[config.mk]
export PLATFORM = sky130hd
export DESIGN_NAME = core_wb_arbiter
export DESIGN_NICKNAME = d
export VERILOG_FILES = /design/src/rtl/core_wb_arbiter_pkg.sv /design/src/rtl/core_wb_prio_sel.sv /design/src/rtl/core_wb_arbiter.sv
export SDC_FILE = /design/constraint.sdc
export NUM_CORES = 1
export LEC_CHECK = 0
export ABC_CLOCK_PERIOD_IN_PS = 3300
export CORE_AREA = 2 2 80 112
export CTS_CLUSTER_DIAMETER = 50
export DETAILED_ROUTE_END_ITERATION = 6
export DIE_AREA = 0 0 82 114
export GPL_TIMING_DRIVEN = 0
export PLACE_DENSITY = 0.78
export SYNTH_ARGS = -nofsm -noshare
export SYNTH_HDL_FRONTEND = slang
export SYNTH_HIERARCHICAL = 1
export SYNTH_SLANG_ARGS = --single-unit
[constraint.sdc]
create_clock -name CLK -period 3.3 [get_ports CLK]
set_clock_uncertainty 0.1 [all_clocks]
set_input_delay 0.825 -clock CLK [delete_from_list [all_inputs] [get_ports CLK]]
set_output_delay 0.825 -clock CLK [all_outputs]
set_load 0.01 [all_outputs]
[src/rtl/core_wb_arbiter_pkg.sv]
// Shared constants and helpers for the writeback arbiter.
// Requester indices, register-file widths, lowest-set-bit pick.
package core_wb_arbiter_pkg;

  localparam int REQ_LSU    = 0;
  localparam int REQ_ALU    = 1;
  localparam int REQ_DBG    = 2;
  localparam int NUM_REQ    = 3;
  localparam int REG_ADDR_W = 5;
  localparam int XLEN       = 32;

  typedef logic [NUM_REQ-1:0] req_vec_t;

  // Lowest set bit wins: index 0 is highest priority.
  function automatic req_vec_t first_one(
    input req_vec_t v
  );
    first_one = v & (~v + req_vec_t'(1));
  endfunction

endpackage

[src/rtl/core_wb_prio_sel.sv]
// Combinational fixed-priority selector with starvation override.
// Ports: i_valid, i_starved, i_hold in; one-hot o_grant out.
module core_wb_prio_sel
  import core_wb_arbiter_pkg::*;
(
  input  logic [NUM_REQ-1:0] i_valid,
  input  logic [NUM_REQ-1:0] i_starved,
  input  logic               i_hold,
  output logic [NUM_REQ-1:0] o_grant
);

  logic [NUM_REQ-1:0] w_starved;

  always_comb begin
    o_grant   = '0;
    w_starved = i_valid & i_starved;
    if (!i_hold) begin
      // A starved requester preempts normal priority.
      if (|w_starved)
        o_grant = first_one(w_starved);
      else
        o_grant = first_one(i_valid);
    end
  end

endmodule

[src/rtl/core_wb_arbiter.sv]
// Register-file writeback arbiter for LSU, ALU and debug requesters.
// Ports: CLK/RST/HOLD, X_VALID/ADDR/DATA in, X_READY out, AW*/WDATA/PENDING out.
module core_wb_arbiter
  import core_wb_arbiter_pkg::*;
#(
  parameter int STARVE_LIMIT = 4,
  parameter int CNT_W        = 3
) (
  input  logic                  CLK,
  input  logic                  RST,
  input  logic                  HOLD,
  input  logic                  LSU_VALID,
  input  logic [REG_ADDR_W-1:0] LSU_ADDR,
  input  logic [XLEN-1:0]       LSU_DATA,
  output logic                  LSU_READY,
  input  logic                  ALU_VALID,
  input  logic [REG_ADDR_W-1:0] ALU_ADDR,
  input  logic [XLEN-1:0]       ALU_DATA,
  output logic                  ALU_READY,
  input  logic                  DBG_VALID,
  input  logic [REG_ADDR_W-1:0] DBG_ADDR,
  input  logic [XLEN-1:0]       DBG_DATA,
  output logic                  DBG_READY,
  output logic                  AWVALID,
  output logic [REG_ADDR_W-1:0] AWADDR,
  output logic [XLEN-1:0]       WDATA,
  output logic [XLEN-1:0]       PENDING
);

  localparam logic [CNT_W-1:0] CNT_MAX = {CNT_W{1'b1}};
  localparam logic [CNT_W-1:0] LIMIT   = CNT_W'(STARVE_LIMIT);

  logic [NUM_REQ-1:0]    w_valid;
  logic [NUM_REQ-1:0]    w_starved;
  logic [NUM_REQ-1:0]    w_grant;
  logic [REG_ADDR_W-1:0] w_addr [NUM_REQ];
  logic [XLEN-1:0]       w_data [NUM_REQ];
  logic [REG_ADDR_W-1:0] w_sel_addr;
  logic [XLEN-1:0]       w_sel_data;
  logic                  w_xfer;
  logic                  w_write;

  logic [CNT_W-1:0]      r_cnt [NUM_REQ];
  logic                  r_awvalid;
  logic [REG_ADDR_W-1:0] r_awaddr;
  logic [XLEN-1:0]       r_wdata;

  assign w_valid[REQ_LSU] = LSU_VALID;
  assign w_valid[REQ_ALU] = ALU_VALID;
  assign w_valid[REQ_DBG] = DBG_VALID;
  assign w_addr[REQ_LSU]  = LSU_ADDR;
  assign w_addr[REQ_ALU]  = ALU_ADDR;
  assign w_addr[REQ_DBG]  = DBG_ADDR;
  assign w_data[REQ_LSU]  = LSU_DATA;
  assign w_data[REQ_ALU]  = ALU_DATA;
  assign w_data[REQ_DBG]  = DBG_DATA;

  always_comb begin
    for (int i = 0; i < NUM_REQ; i++)
      w_starved[i] = (r_cnt[i] >= LIMIT);
  end

  // Reset also suppresses grants so no READY leaks during RST.
  core_wb_prio_sel u_sel (
    .i_valid   (w_valid),
    .i_starved (w_starved),
    .i_hold    (HOLD | RST),
    .o_grant   (w_grant)
  );

  assign LSU_READY = w_grant[REQ_LSU];
  assign ALU_READY = w_grant[REQ_ALU];
  assign DBG_READY = w_grant[REQ_DBG];

  always_comb begin
    w_sel_addr = '0;
    w_sel_data = '0;
    for (int i = 0; i < NUM_REQ; i++) begin
      if (w_grant[i]) begin
        w_sel_addr = w_addr[i];
        w_sel_data = w_data[i];
      end
    end
  end

  assign w_xfer  = |w_grant;
  // x0 handshakes complete but never reach the register file.
  assign w_write = w_xfer && (w_sel_addr != '0);

  for (genvar g = 0; g < NUM_REQ; g++) begin : g_cnt
    always_ff @(posedge CLK or posedge RST) begin
      if (RST)
        r_cnt[g] <= '0;
      else if (!w_valid[g])
        r_cnt[g] <= '0;
      else if (HOLD)
        r_cnt[g] <= r_cnt[g];
      else if (w_grant[g])
        r_cnt[g] <= '0;
      else if (r_cnt[g] != CNT_MAX)
        r_cnt[g] <= r_cnt[g] + 1'b1;
    end
  end

  always_ff @(posedge CLK or posedge RST) begin
    if (RST) begin
      r_awvalid <= 1'b0;
      r_awaddr  <= '0;
      r_wdata   <= '0;
    end else begin
      r_awvalid <= w_write;
      if (w_write) begin
        r_awaddr <= w_sel_addr;
        r_wdata  <= w_sel_data;
      end
    end
  end

  assign AWVALID = r_awvalid;
  assign AWADDR  = r_awaddr;
  assign WDATA   = r_wdata;

  always_comb begin
    PENDING = '0;
    if (r_awvalid)
      PENDING[r_awaddr] = 1'b1;
  end

endmodule

==> impl_metrics.json <==
{
  "status": "finished, final reports clean",
  "slowest_stage": "clkdlybuf4s50_1",
  "fin_crit_ps": 3180,
  "end_kind": "flip-flop",
  "ant_nets": 0,
  "hold_viol": 0,
  "synth_top_cell_area_share_pct": 38.1,
  "fin_crit_sh_pct": 96.3,
  "ys_types": 38,
  "ys_seq_area_share_pct": 38.1,
  "cts.sinks": 47,
  "wl_um": 10600,
  "drive_gt1_share_pct": 15.9,
  "die_w_um": 82,
  "hold_ws_ps": 410,
  "syn2layout_area_growth_pct": 82.0,
  "htreeDepth": 2,
  "cts_hold_buf": 0,
  "cts-root-buf": "clkbuf_16",
  "cpMostUsedCell": "buf_6",
  "cp_max_fo": 10,
  "ioPinCount": 190,
  "synth_area_leader_cell": "dfrtp_1",
  "overflow": 0,
  "fmaxAchievable_mhz": 315,
  "synth_most_common_cell": "dfrtp_1",
  "gp_congestion": 0.784,
  "power.density_nw_per_um2": 339,
  "die_h_um": 114,
  "layout.nets": 672,
  "antenna_found_initial": 0,
  "antenna_cells": 0,
  "rsz0062_at_grt": "false",
  "slew_viol_final": 0,
  "ys.flop_type": "dfrtp_1",
  "synth-edff-count": 0,
  "max-slew-margin-rel_pct": 66.1,
  "dp_slack_ps": -805,
  "power_leakage_uw": 0.00235,
  "netlist_area_um2": 3080,
  "numPortBuffers": 189,
  "slowest_delay_ps": 430,
  "clk_latency_ps": 280,
  "grt_max_degree": 43,
  "crit_chain": "clkdlybuf4s50_1 > or2_4 > a21oi_2 > o211a_1 > buf_6 > buf_6 > nand3b_1 > a2bb2oi_2 > nor2_2 > nand3_4 > buf_6 > buf_12 > mux2_4",
  "critical-path-top-delay-family": "buffers and inverters",
  "clk_path_buf_depth": 2,
  "numCtsBuffers": 5,
  "path_buf_inv": 5,
  "ys_ff_latch": 47,
  "drt-initial-drc-count": 133,
  "vdd.ir_drop.worst_mv": 0.215,
  "cp-start-kind": "input pin",
  "grt_pass1_wl_um": 16000,
  "worstSetupPathType": "in -> reg",
  "syn_avg_cell_area_um2": 9.37,
  "synthArstFlopShare_pct": 100,
  "num_vias": 3320,
  "cp.required_ps": 3370,
  "synth.area.top_cells": "dfrtp_1 38%, mux2_4 13%, a22oi_1 9.3%",
  "worst_pin_slew_ps": 508,
  "via_per_inst": 5.09,
  "arrival_ps": 3240,
  "track_usage_pct": 22.2,
  "drcViolationCount": 0,
  "holdCritPathClass": "reg -> reg",
  "core_um2": 8410,
  "max_cap_viol_count": 0,
  "p_total_uw": 1900,
  "initial_core_util_pct": 36.7,
  "synthCells": 329,
  "ys_warn_count": 6,
  "cts_tree": "built",
  "fin_util_pct": 66.7,
  "dieArea_um2": 9350,
  "synth.net_count": 455,
  "hpwl_um": 8080,
  "fp-row-count": 40,
  "first_pass_iters": 4,
  "yosys-top-cells-count": "47 x dfrtp_1, 38 x a22oi_1, 36 x nor2_1, 36 x o21ai_0, 34 x nand2_1",
  "worst_slack_ps": 123,
  "grt_pass1_vias": 3397,
  "wl_per_cell_um": 16.2,
  "clkTransAtPathRegs_ps": 60,
  "fin_tns_setup_ps": 0,
  "setup_viol": 0
}
## worst reg2reg max path: cells and delay by family (launching register included)
kind | cells | cell delay [ps]
flip-flops | 1 | 370
AND/OR/NAND/NOR | 2 | 310
buffers and inverters | 5 | 740
AO/OA/AOI/OAI | 4 | 640
multiplexers | 1 | 300
## repair_timing
item | 4_1_cts | 5_1_grt
buffers inserted | 14 | 6
resized for setup | 27 | 12
gates cloned | 1 | 0
pin swaps | 6 | 7
endpoints found under the hold margin | 0 | 0
setup endpoints to repair | 38 | 34
## routing by layer
layer | vias up | GRT usage (%) | share of wire, %
li1 | 1603 | - | -
met1 | 1563 | 23.0 | 36
met2 | 146 | 42.7 | 55
met3 | 8 | 5.54 | 8.0
met4 | 0 | 5.78 | 1.2
met5 | - | 0 | 0
## where the power goes
part / internal [uW] / switching [uW] / total, uW
combinational: 430 / 259 / 689
sequential: 637 / 46.0 / 683
clock: 322 / 211 / 533
total: 1390 / 516 / 1900
## final timing paths
check / start / endpoint / slack, ps / cells after the start
worst min-delay path: WDATA[28]$_DFFE_PP0P_ / WDATA[28]$_DFFE_PP0P_ / 410 / 1
worst max register to register: r_cnt[2]$_DFFE_PP0P_ / WDATA[16]$_DFFE_PP0P_ / 730 / 12
worst max-delay path: RST / WDATA[16]$_DFFE_PP0P_ / 120 / 13
min in group asynchronous: RST / WDATA[20]$_DFFE_PP0P_ / 680 / 2
worst min register to register: WDATA[28]$_DFFE_PP0P_ / WDATA[28]$_DFFE_PP0P_ / 410 / 1
max in group asynchronous: RST / WDATA[8]$_DFFE_PP0P_ / 1960 / 3
## cell type report
type,count,area [um^2]
tap,105,131
multi-input combinational,244,1810
clock buffer,7,153
timing repair buffer,211,2110
fill,703,2800
clock inverter,1,7.51
inverter,12,45.0
sequential,47,1180
buffer,25,180
## per-stage QoR
stage | area (um^2) | cells
after global routing | 5610 | 652
after floorplan | 3080 | 329
after global placement | 5110 | 623
final | 5610 | 652
after CTS | 5510 | 646
after detailed placement | 5130 | 624
## cells by family (layout without fill, tap and decap cells)
| group | after synthesis | in the layout | share of synthesized area, % |
|---|---|---|---|
| adders and majority gates | 9 | 9 | 3.65 |
| AOI/OAI and AO/OA | 96 | 96 | 20.5 |
| muxes | 34 | 34 | 15.6 |
| DFF | 47 | 47 | 38.1 |
| buffers and inverters | 38 | 256 | 5.80 |
| and+or+nand+nor | 105 | 105 | 16.3 |
## sequential cells by signal (all words and copies together), names as in the netlist
name / flops
AWADDR: 5
r_cnt: 9
WDATA: 32
AWVALID: 1
## placed cells by master (no fill, tap or decap), drive strengths merged, types with 7 or more instances in the layout
| master | Yosys | layout |
|---|---|---|
| a21oi | 7 | 7 |
| a22oi | 38 | 38 |
| buf | 7 | 28 |
| clkbuf | 19 | 25 |
| clkdlybuf4s50 | 0 | 184 |
| dfrtp | 47 | 47 |
| ha | 9 | 9 |
| inv | 12 | 12 |
| mux2 | 32 | 32 |
| nand2 | 34 | 34 |
| nor2 | 36 | 36 |
| nor2b | 9 | 9 |
| o21ai | 37 | 37 |
(Power assumes the default switching activity.)
